$ cat config.mk
export PLATFORM = sky130hd
export DESIGN_NAME = mem_stage
export DESIGN_NICKNAME = d
export VERILOG_FILES = /design/src/rtl/mem_stage.sv
export SDC_FILE = /design/constraint.sdc
export NUM_CORES = 1
export LEC_CHECK = 0
export BUFFER_PORTS_ARGS = -buffer_cell sky130_fd_sc_hd__buf_2
export CAP_MARGIN = 20
export CORE_AREA = 4 4 222 224
export DETAILED_ROUTE_END_ITERATION = 7
export DIE_AREA = 0 0 226 228
export PLACE_DENSITY = 0.46
export SYNTH_ARGS = -nofsm -noshare
export SYNTH_HDL_FRONTEND = slang
export SYNTH_SLANG_ARGS = --single-unit
$ cat constraint.sdc
create_clock -name clk -period 2.7 [get_ports clk]
set_input_delay 0.54 -clock clk [delete_from_list [all_inputs] [get_ports clk]]
set_output_delay 0.54 -clock clk [all_outputs]
set_load 0.01 [all_outputs]
$ cat src/rtl/mem_stage.sv
// Memory-access pipeline stage: issues one data request per instruction, formats loads,
// collects multiply/divide responses and registers the write-back payload.
module mem_stage (
   input  logic        clk,
   input  logic        rst,
   input  logic        in_valid,
   output logic        in_ready,
   output logic        out_valid,
   input  logic        out_ready,
   input  logic        ex_flush,
   input  logic        ertn_flush,
   output logic        this_flush,
   input  logic        next_flush,
   input  logic [31:0] result,
   input  logic [31:0] PC,
   input  logic [31:0] rkd_value,
   input  logic [7:0]  mem_op,
   input  logic [2:0]  mul_op,
   input  logic [3:0]  div_op,
   input  logic        res_from_mem,
   input  logic        res_from_mul,
   input  logic        res_from_div,
   input  logic        res_from_csr,
   input  logic        gr_we,
   input  logic        mem_we,
   input  logic [4:0]  dest,
   input  logic        has_exception,
   input  logic [5:0]  ecode,
   input  logic [8:0]  esubcode,
   input  logic [31:0] exception_maddr,
   input  logic        ertn,
   input  logic        rdcntid,
   output logic        data_sram_req,
   output logic        data_sram_wr,
   output logic [1:0]  data_sram_size,
   output logic [31:0] data_sram_addr,
   output logic [3:0]  data_sram_wstrb,
   output logic [31:0] data_sram_wdata,
   input  logic        data_sram_addr_ok,
   input  logic        data_sram_data_ok,
   input  logic [31:0] data_sram_rdata,
   input  logic        from_mul_resp_valid,
   output logic        to_mul_resp_ready,
   input  logic [63:0] mul_result,
   input  logic        from_div_resp_valid,
   output logic        to_div_resp_ready,
   input  logic [31:0] quotient,
   input  logic [31:0] remainder,
   output logic [31:0] result_out_wire,
   output logic        mem_blocking,
   output logic [31:0] result_out,
   output logic [31:0] PC_out,
   output logic        gr_we_out,
   output logic [4:0]  dest_out,
   output logic        res_from_csr_out,
   output logic        has_exception_out,
   output logic [5:0]  ecode_out,
   output logic [8:0]  esubcode_out,
   output logic [31:0] exception_maddr_out,
   output logic        ertn_out,
   output logic        rdcntid_out
);

   typedef enum logic [2:0] {IDLE, REQ, WAIT, DONE, CANCEL} mem_state_t;

   mem_state_t  state, state_next;
   logic        flush, kill, has_mem, access;
   logic        ready_go, leave, resp_now, mem_ok;
   logic        mul_drop, div_drop, mul_cur_fire, div_cur_fire, mul_ok, div_ok;
   logic [31:0] ld_buf, ld_word, ld_value, mul_value, div_value;
   logic [7:0]  ld_byte;
   logic [15:0] ld_half;

   assign flush      = ex_flush | ertn_flush;
   assign this_flush = in_valid & (has_exception | ertn | next_flush);
   assign kill       = flush | this_flush;
   assign has_mem    = |mem_op;
   assign access     = in_valid & has_mem & !this_flush & !flush;
   assign leave      = in_valid & ready_go & out_ready;

   // A request may be issued straight from IDLE so a zero-wait grant costs no extra cycle.
   assign data_sram_req = ((state == IDLE) & access) | ((state == REQ) & !kill);
   assign resp_now      = (data_sram_req & data_sram_addr_ok & data_sram_data_ok)
                        | ((state == WAIT) & data_sram_data_ok);

   always_ff @(posedge clk) begin
      if (!rst) begin
         state  <= IDLE;
         ld_buf <= 32'h0;
      end else begin
         state <= state_next;
         if (resp_now) ld_buf <= data_sram_rdata;
      end
   end

   // A response that is consumed in the cycle the instruction retires skips DONE,
   // otherwise the next instruction would inherit a completed access.
   always_comb begin
      state_next = state;
      case (state)
         IDLE: begin
            if (access) begin
               if (data_sram_addr_ok)
                  state_next = data_sram_data_ok ? (leave ? IDLE : DONE) : WAIT;
               else
                  state_next = REQ;
            end
         end
         REQ: begin
            if (kill)
               state_next = IDLE;
            else if (data_sram_addr_ok)
               state_next = data_sram_data_ok ? (leave ? IDLE : DONE) : WAIT;
         end
         WAIT: begin
            if (data_sram_data_ok)
               state_next = (kill | leave) ? IDLE : DONE;
            else if (kill)
               state_next = CANCEL;
         end
         DONE: begin
            if (leave | kill) state_next = IDLE;
         end
         CANCEL: begin
            if (data_sram_data_ok) state_next = IDLE;
         end
         default: state_next = IDLE;
      endcase
   end

   assign data_sram_wr   = mem_we;
   assign data_sram_addr = result;

   always_comb begin
      data_sram_size  = 2'd2;
      data_sram_wstrb = 4'h0;
      data_sram_wdata = rkd_value;
      if (mem_op[0] | mem_op[3] | mem_op[5]) data_sram_size = 2'd0;
      else if (mem_op[1] | mem_op[4] | mem_op[6]) data_sram_size = 2'd1;
      if (mem_op[5]) begin
         data_sram_wstrb = 4'b0001 << result[1:0];
         data_sram_wdata = {4{rkd_value[7:0]}};
      end else if (mem_op[6]) begin
         data_sram_wstrb = 4'b0011 << result[1:0];
         data_sram_wdata = {2{rkd_value[15:0]}};
      end else if (mem_op[7]) begin
         data_sram_wstrb = 4'hf;
      end
   end

   assign ld_word = (state == DONE) ? ld_buf : data_sram_rdata;
   assign ld_half = result[1] ? ld_word[31:16] : ld_word[15:0];

   always_comb begin
      ld_byte  = ld_word[7:0];
      ld_value = 32'h0;
      case (result[1:0])
         2'd1:    ld_byte = ld_word[15:8];
         2'd2:    ld_byte = ld_word[23:16];
         2'd3:    ld_byte = ld_word[31:24];
         default: ld_byte = ld_word[7:0];
      endcase
      if (mem_op[0])      ld_value = {{24{ld_byte[7]}}, ld_byte};
      else if (mem_op[1]) ld_value = {{16{ld_half[15]}}, ld_half};
      else if (mem_op[2]) ld_value = ld_word;
      else if (mem_op[3]) ld_value = {24'h0, ld_byte};
      else if (mem_op[4]) ld_value = {16'h0, ld_half};
   end

   assign mul_value = mul_op[0] ? mul_result[31:0] : mul_result[63:32];
   assign div_value = (div_op[0] | div_op[2]) ? quotient : remainder;

   // While a drop flag is set the next response belongs to a flushed instruction.
   assign to_mul_resp_ready = (in_valid & res_from_mul & out_ready) | mul_drop;
   assign to_div_resp_ready = (in_valid & res_from_div & out_ready) | div_drop;
   assign mul_cur_fire = in_valid & res_from_mul & from_mul_resp_valid & out_ready & !mul_drop;
   assign div_cur_fire = in_valid & res_from_div & from_div_resp_valid & out_ready & !div_drop;
   assign mul_ok = !res_from_mul | mul_cur_fire;
   assign div_ok = !res_from_div | div_cur_fire;
   assign mem_ok = !has_mem | (state == DONE) | resp_now;

   assign ready_go     = !in_valid | kill | (mem_ok & mul_ok & div_ok);
   assign in_ready     = rst & (!in_valid | (ready_go & out_ready));
   assign mem_blocking = in_valid & (res_from_mem | res_from_mul | res_from_div) & !ready_go;

   always_ff @(posedge clk) begin
      if (!rst) begin
         mul_drop <= 1'b0;
         div_drop <= 1'b0;
      end else begin
         if (in_valid & res_from_mul & (flush | leave) & !mul_cur_fire) mul_drop <= 1'b1;
         else if (mul_drop & from_mul_resp_valid)                       mul_drop <= 1'b0;
         if (in_valid & res_from_div & (flush | leave) & !div_cur_fire) div_drop <= 1'b1;
         else if (div_drop & from_div_resp_valid)                       div_drop <= 1'b0;
      end
   end

   always_comb begin
      result_out_wire = result;
      if (res_from_mem)      result_out_wire = ld_value;
      else if (res_from_mul) result_out_wire = mul_value;
      else if (res_from_div) result_out_wire = div_value;
   end

   always_ff @(posedge clk) begin
      if (!rst) begin
         out_valid           <= 1'b0;
         result_out          <= 32'h0;
         PC_out              <= 32'h1c000000;
         gr_we_out           <= 1'b0;
         dest_out            <= 5'd0;
         res_from_csr_out    <= 1'b0;
         has_exception_out   <= 1'b0;
         ecode_out           <= 6'd0;
         esubcode_out        <= 9'd0;
         exception_maddr_out <= 32'h0;
         ertn_out            <= 1'b0;
         rdcntid_out         <= 1'b0;
      end else begin
         if (out_ready) out_valid <= in_valid & ready_go & !flush;
         if (leave) begin
            result_out          <= result_out_wire;
            PC_out              <= PC;
            gr_we_out           <= gr_we;
            dest_out            <= dest;
            res_from_csr_out    <= res_from_csr;
            has_exception_out   <= has_exception;
            ecode_out           <= ecode;
            esubcode_out        <= esubcode;
            exception_maddr_out <= exception_maddr;
            ertn_out            <= ertn;
            rdcntid_out         <= rdcntid;
         end
      end
   end

endmodule
==> results.py, run 1 <==
metrics = {
    "run_status": {
        "run_status": "finished with violations",
        "failed_checks": "negative setup slack",
    },
    "setup_path": {
        "path_delay_family": "compound AO/OA/AOI/OAI gates",
        "startpoint_type": "register",
        "timing.rr.end": "result_out[19]",
        "setup.reg_to_reg.worst_slack_ns": 0,
        "worstReg2RegStart": "state[2]",
        "critical_path.max_fanout": 16,
        "required_ns": 2.16,
        "setup.worst_path.class": "reg2out",
        "cell_depth_of_the_worst_flop_to_flop_path": 11,
        "critical_path_buf_inv_count": 4,
        "worst-endpoint-arrival_ns": 2.88,
        "max_stage_delay_ns": 0.36,
        "critical-path-top-cell-by-count": "sky130_fd_sc_hd__buf_12",
        "worstPathCellList": "nand3b_1, buf_12, mux2_4, a22o_4, buf_6, o41a_1, buf_12, o22a_1, buf_2",
        "cp-end-kind": "output pin",
        "master_of_the_slowest_instance_on_the_critical_path": "sky130_fd_sc_hd__o41a_1",
    },
    "sta": {
        "slew-limit-headroom_pct": 32.5,
        "timing.setup.tns_ns": -21.12,
        "max_slew.worst_pin.slew_ns": 1.01,
        "final.period_utilization_pct": 127,
        "report.final.hold_viol_count": 0,
        "max_clock_freq_mhz": 293,
        "setup_slack_ns": -0.719,
        "report.final.slew_viol_count": 0,
        "final_period_minus_worst_setup_slack_ns": 3.42,
        "setup_viol": 35,
        "grt_setup_unrepaired": "true",
        "worst_clock_skew_on_the_final_layout_ns": 0.0126,
    },
    "grt": {
        "grt_start_max_net_pins": 52,
        "antenna_found_initial": 13,
        "grt_usage_pct": 19.1,
        "first_global_vias": 12000,
        "grt_remaining_overflow": 0,
        "wire_length_of_the_first_global_routing_pass_um": 74300,
    },
    "yosys": {
        "synthesis.area_per_instance_um2": 7.62,
        "synth_enable_flop_cells": 0,
        "ys_seq_elements": 159,
        "synth_top_cell_by_area": "sky130_fd_sc_hd__dfxtp_1",
        "synth_area_mm2": 0.00980,
        "async_flop_share_pct": 0,
        "yosysMostFrequentCell": "sky130_fd_sc_hd__nand2_1",
        "synth_seq_area_share_pct": 32.5,
        "synth.top_cells.by_area": "sky130_fd_sc_hd__dfxtp_1 32%, sky130_fd_sc_hd__nand2_1 11%, sky130_fd_sc_hd__mux2i_1 7.8%, sky130_fd_sc_hd__a21oi_1 7.0%, sky130_fd_sc_hd__mux2_2 5.3%",
        "post_synth_num_cell_types": 65,
        "synthesis.instances": 1285,
        "netlist_top_cells_count": "297 x sky130_fd_sc_hd__nand2_1, 159 x sky130_fd_sc_hd__dfxtp_1, 137 x sky130_fd_sc_hd__a21oi_1, 90 x sky130_fd_sc_hd__o21ai_0, 85 x sky130_fd_sc_hd__nor2_1",
        "synth_ff_type": "sky130_fd_sc_hd__dfxtp_1",
        "yosys.area.top_type_share_pct": 32.5,
        "synth_nets": 1632,
        "yosys_warnings": 0,
    },
    "min_path": {
        "instance_count_along_the_most_critical_hold_path": 2,
        "worst_hold_path_type": "in2reg",
        "worstHoldEndpoint": "div_drop",
        "worstHoldStart": "from_div_resp_valid",
    },
    "final_layout": {
        "area_delta_synth_final_pct": 55.4,
        "drive_above_1_share_pct": 45.9,
        "fillers": 5099,
        "final_core_util_pct": 32.2,
        "fin_nets": 2246,
    },
    "routing": {
        "detailroute.via_count": 12000,
        "routed_via_density": 4.73,
        "drcViolationCount": 0,
        "drt-wirelength-per-cell_um": 20.6,
        "postRouteAntennaNets": 0,
        "drt-initial-drc-count": 645,
        "drt_pre_antenna_iters": 5,
        "wl_um": 52100,
    },
    "placed_design": {
        "final_weighted_congestion_of_routability_driven_global_placement": 0.905,
        "port_buffers": 567,
        "dp_hpwl_um": 41900,
    },
    "clock_tree": {
        "htreeDepth": 4,
        "cts_root_buf": "sky130_fd_sc_hd__clkbuf_16",
        "cts.sink_count": 159,
        "cts_buffer_depth": 2,
        "tritoncts": "done",
        "numCtsBuffers": 17,
        "clkSlewWorstSetupHoldPaths_ns": 0.07,
        "clock_insertion_delay_worst_skew_ns": 0.48,
    },
    "pwr": {
        "power.leakage_nw": 7.24,
        "power-per-cell-area_mw_per_mm2": 456,
        "ir_worst_vdd_mv": 0.437,
    },
    "flow_run": {
        "drv_cap": 0,
    },
    "die": {
        "fp.dieArea_mm2": 0.0515,
        "core_area_mm2": 0.0473,
        "initial_core_util_pct": 20.7,
        "die_h_um": 228,
        "ioPinCount": 574,
        "die-width_um": 226,
        "placementRows": 80,
    },
}
==> cell families (layout without fill, tap and decap cells) <==
| family | Yosys count | count (layout) | share of synthesized area, % |
|---|---|---|---|
| AO/OA/AOI/OAI | 385 | 385 | 25.2 |
| buffers and inverters | 170 | 797 | 8.83 |
| adder cells (fa/ha/maj) | 4 | 4 | 0.511 |
| other | 0 | 6 | 0 |
| AND/OR/NAND/NOR | 437 | 437 | 18.1 |
| multiplexers | 130 | 130 | 14.9 |
| flip-flops | 159 | 159 | 32.5 |
==> worst max-delay path by stage <==
stage	slack, ns	startpoint	cells past startpoint	endpoint
after CTS	-0.77	state[2]	11	result_out_wire[3]
after detailed placement	-0.50	result[1]	11	result_out_wire[6]
after global placement	-0.52	state[2]	11	result_out_wire[6]
final	-0.72	state[2]	9	result_out_wire[31]
after global routing	-0.86	state[2]	9	result_out_wire[31]
after floorplan	-0.05	ertn	5	in_ready
==> layout make-up <==
cell class | count | area [um2] | share of cell area [%]
repair buffers | 743 | 4540 | 29.8
clock inverters | 13 | 129 | 0.846
flip-flops and latches | 159 | 3190 | 20.9
inverters | 22 | 85.1 | 0.559
clock buffers | 19 | 443 | 2.91
multi-input cells | 956 | 6060 | 39.8
diodes | 6 | 15.0 | 0.0986
well taps | 615 | 769 | 5.05
==> cell usage in the layout (no fill, tap or decap), types with 18 or more instances in the layout <==
cell type,instances
sky130_fd_sc_hd__dfxtp_1,157
sky130_fd_sc_hd__o22a_1,23
sky130_fd_sc_hd__buf_12,18
sky130_fd_sc_hd__a21oi_1,129
sky130_fd_sc_hd__buf_4,141
sky130_fd_sc_hd__o2bb2ai_1,19
sky130_fd_sc_hd__buf_2,553
sky130_fd_sc_hd__a311oi_1,22
sky130_fd_sc_hd__nand2_1,295
sky130_fd_sc_hd__buf_6,29
sky130_fd_sc_hd__nor2_1,83
sky130_fd_sc_hd__inv_1,19
sky130_fd_sc_hd__mux2_2,41
sky130_fd_sc_hd__mux2i_1,76
sky130_fd_sc_hd__o21ai_0,83
==> through the flow <==
| step | area [um2] | hold WS (ns) | worst slack [ns] | instances | power (mW) |
|---|---|---|---|---|---|
| 5_1_grt | 15200 | 0.246 | -0.862 | 2532 | 7.31 |
| 3_5_place_dp | 14100 | 0.445 | -0.503 | 2481 | 4.41 |
| 4_1_cts | 15000 | 0.216 | -0.774 | 2522 | 7.03 |
| 6_report | 15200 | 0.277 | -0.719 | 2533 | 6.95 |
| 3_3_place_gp | 14100 | 0.440 | -0.525 | 2481 | 4.40 |
| 2_1_floorplan | 9810 | 0.459 | -0.0534 | 1285 | 3.39 |
==> where the power goes <==
| group | internal, mW | total, mW | switching, mW |
|---|---|---|---|
| logic | 0.915 | 1.99 | 1.07 |
| registers | 2.45 | 2.49 | 0.0481 |
| clock network | 1.31 | 2.47 | 1.16 |
| total | 4.67 | 6.95 | 2.28 |
==> routing by layer <==
layer	wire [um]	GRT usage, %	part of all wire [%]	vias up
li1	-	-	-	5753
met1	20800	21.9	40	5604
met2	25900	34.0	50	535
met3	3860	5.08	7.4	73
met4	1520	7.12	2.9	4
met5	34	0	0.065	-
==> registers in the layout, summed over array words and instances, names as in the netlist <==
signal,count
exception_maddr_out,32
res_from_csr_out,1
has_exception_out,1
state,3
ld_buf,32
out_valid,1
esubcode_out,9
gr_we_out,1
dest_out,5
PC_out,32
mul_drop,1
ertn_out,1
ecode_out,6
rdcntid_out,1
div_drop,1
result_out,32
==> worst reg2reg max path, cell delays in order (launching register included) <==
cell and delay [ns]:
sky130_fd_sc_hd__dfxtp_2 0.32, sky130_fd_sc_hd__nand3b_1 0.25, sky130_fd_sc_hd__buf_12 0.22, sky130_fd_sc_hd__mux2_4 0.32
sky130_fd_sc_hd__a22o_4 0.28, sky130_fd_sc_hd__buf_6 0.12, sky130_fd_sc_hd__o41a_1 0.36, sky130_fd_sc_hd__buf_12 0.18
sky130_fd_sc_hd__o22a_1 0.21, sky130_fd_sc_hd__buf_4 0.15, sky130_fd_sc_hd__buf_6 0.10, sky130_fd_sc_hd__o2bb2ai_2 0.10
==> repair_timing <==
item,in CTS,in global routing
gates resized for setup,66,39
setup endpoints to repair,36,37
gates cloned,0,0
buffers inserted,10,8
pin swaps,17,12
hold buffers,0,0
Note: power is estimated with default switching activity, not from simulation.
==> run 2: changes to the inputs <==
RECOVER_POWER = 50   (was unset)
==> results.py, run 2 (synthesis gave the netlist of run 1 again) <==
metrics = {
    "sta": {
        "final_period_minus_worst_setup_slack_ns": 3.42,
        "report.final.hold_viol_count": 0,
        "setup_viol": 35,
        "setup_slack_ns": -0.723,
        "final.period_utilization_pct": 127,
        "report.final.slew_viol_count": 0,
        "grt_setup_unrepaired": "true",
        "max_clock_freq_mhz": 292,
        "max_slew.worst_pin.slew_ns": 1.05,
        "slew-limit-headroom_pct": 29.7,
        "worst_clock_skew_on_the_final_layout_ns": 0.0131,
    },
    "clock_tree": {
        "clock_insertion_delay_worst_skew_ns": 0.48,
        "clkSlewWorstSetupHoldPaths_ns": 0.07,
        "tritoncts": "done",
        "cts_buffer_depth": 2,
        "cts_root_buf": "sky130_fd_sc_hd__clkbuf_16",
        "numCtsBuffers": 17,
        "cts.sink_count": 159,
        "htreeDepth": 4,
    },
    "setup_path": {
        "setup.worst_path.class": "reg2out",
        "critical_path.max_fanout": 16,
        "cp-end-kind": "output pin",
        "startpoint_type": "register",
        "required_ns": 2.16,
        "worst-endpoint-arrival_ns": 2.88,
    },
    "final_layout": {
        "layout.cells.most_common_list": "384 x sky130_fd_sc_hd__buf_2, 295 x sky130_fd_sc_hd__nand2_1, 173 x sky130_fd_sc_hd__clkbuf_1",
        "final_core_util_pct": 31.7,
        "mostFrequentLayoutCell": "sky130_fd_sc_hd__buf_2",
        "area_delta_synth_final_pct": 53.1,
        "fin_nets": 2246,
        "drive_above_1_share_pct": 36.9,
    },
    "die": {
        "placementRows": 80,
        "initial_core_util_pct": 20.7,
        "ioPinCount": 574,
        "die_h_um": 228,
        "fp.dieArea_mm2": 0.0515,
        "die-width_um": 226,
        "core_area_mm2": 0.0473,
    },
    "pwr": {
        "ir_worst_vdd_mv": 0.437,
        "total_power_mw": 6.91,
        "power-per-cell-area_mw_per_mm2": 461,
        "power.leakage_nw": 6.60,
    },
    "placed_design": {
        "place_worst_setup_slack_ns": -0.503,
        "dp_hpwl_um": 41900,
        "final_weighted_congestion_of_routability_driven_global_placement": 0.905,
        "port_buffers": 567,
    },
    "routing": {
        "drt-wirelength-per-cell_um": 20.6,
        "drt-initial-drc-count": 662,
        "detailroute.via_count": 12000,
        "wl_um": 52100,
        "routed_via_density": 4.72,
        "drcViolationCount": 0,
        "postRouteAntennaNets": 0,
        "drt_pre_antenna_iters": 7,
    },
    "grt": {
        "grt_remaining_overflow": 0,
        "grt_usage_pct": 19.1,
        "antenna_found_initial": 13,
        "first_global_vias": 12000,
        "grt_start_max_net_pins": 52,
        "wire_length_of_the_first_global_routing_pass_um": 74300,
    },
    "run_status": {
        "failed_checks": "negative setup slack",
        "run_status": "finished with violations",
    },
    "min_path": {
        "worst_hold_path_type": "in2reg",
    },
    "flow_run": {
        "drv_cap": 0,
    },
}
[run 2: cell types whose count changed in the layout (fill, tap and decap cells not counted), sizes merged]
cell    change
buf       -173
clkbuf    +173
[run 2: through the flow]
| step | cells | setup TNS, ns | hold slack [ns] | cell area (um2) |
|---|---|---|---|---|
| floorplan | 1285 | -0.0534 | 0.459 | 9810 |
| finish | 2533 | -21.17 | 0.277 | 15000 |
| global placement | 2481 | -33.51 | 0.440 | 14100 |
| global route | 2532 | -26.11 | 0.246 | 15000 |
| detailed placement | 2481 | -38.36 | 0.445 | 14100 |
| CTS | 2522 | -23.00 | 0.216 | 15000 |
[run 2: layout make-up]
type,instances,area (um2)
fill,5171,32300
clock inverter,13,129
inverter,22,85.1
antenna,6,15.0
timing repair buffer,743,4320
multi-input combinational,956,6060
tap,615,769
clock buffer,19,443
sequential,159,3190
[run 2: what timing repair did]
action	in CTS	in global routing
gates resized for setup	66	39
setup endpoints to repair	36	37
pin swaps	17	12
buffers inserted	10	8
hold buffers	0	0
[run 2: power breakdown]
group	internal (mW)	switching, mW	leakage [nW]
sequential	2.45	0.0511	1.30
combinational	0.878	1.07	5.03
clock	1.31	1.15	0.269
total	4.63	2.28	6.60
[run 2: worst paths after layout]
check	slack (ns)	to	cells past startpoint	startpoint
min reg2reg	0.45	exception_maddr_out[10]	2	exception_maddr_out[10]
min	0.28	div_drop	2	from_div_resp_valid
max	-0.72	result_out_wire[31]	9	state[2]
max reg2reg	-0.01	result_out[19]	11	state[2]
[run 2: per-layer routing]
| metal | vias up | track usage (%) | wire length (um) | share of wire [%] |
|---|---|---|---|---|
| met5 | - | 0 | 34 | 0.065 |
| met4 | 4 | 7.12 | 1730 | 3.3 |
| met3 | 76 | 5.08 | 4060 | 7.8 |
| met2 | 528 | 34.0 | 25500 | 49 |
| met1 | 5604 | 21.9 | 20800 | 40 |
| li1 | 5750 | - | - | - |
[run 2: worst max-delay path, stage by stage (launching register included)]
cell and delay (ns):
sky130_fd_sc_hd__dfxtp_2 0.32, sky130_fd_sc_hd__nand3b_1 0.25, sky130_fd_sc_hd__buf_12 0.22, sky130_fd_sc_hd__mux2_4 0.32, sky130_fd_sc_hd__a22o_4 0.28, sky130_fd_sc_hd__buf_6 0.12, sky130_fd_sc_hd__o41a_1 0.36, sky130_fd_sc_hd__buf_12 0.18
sky130_fd_sc_hd__o22a_1 0.20, sky130_fd_sc_hd__buf_2 0.16
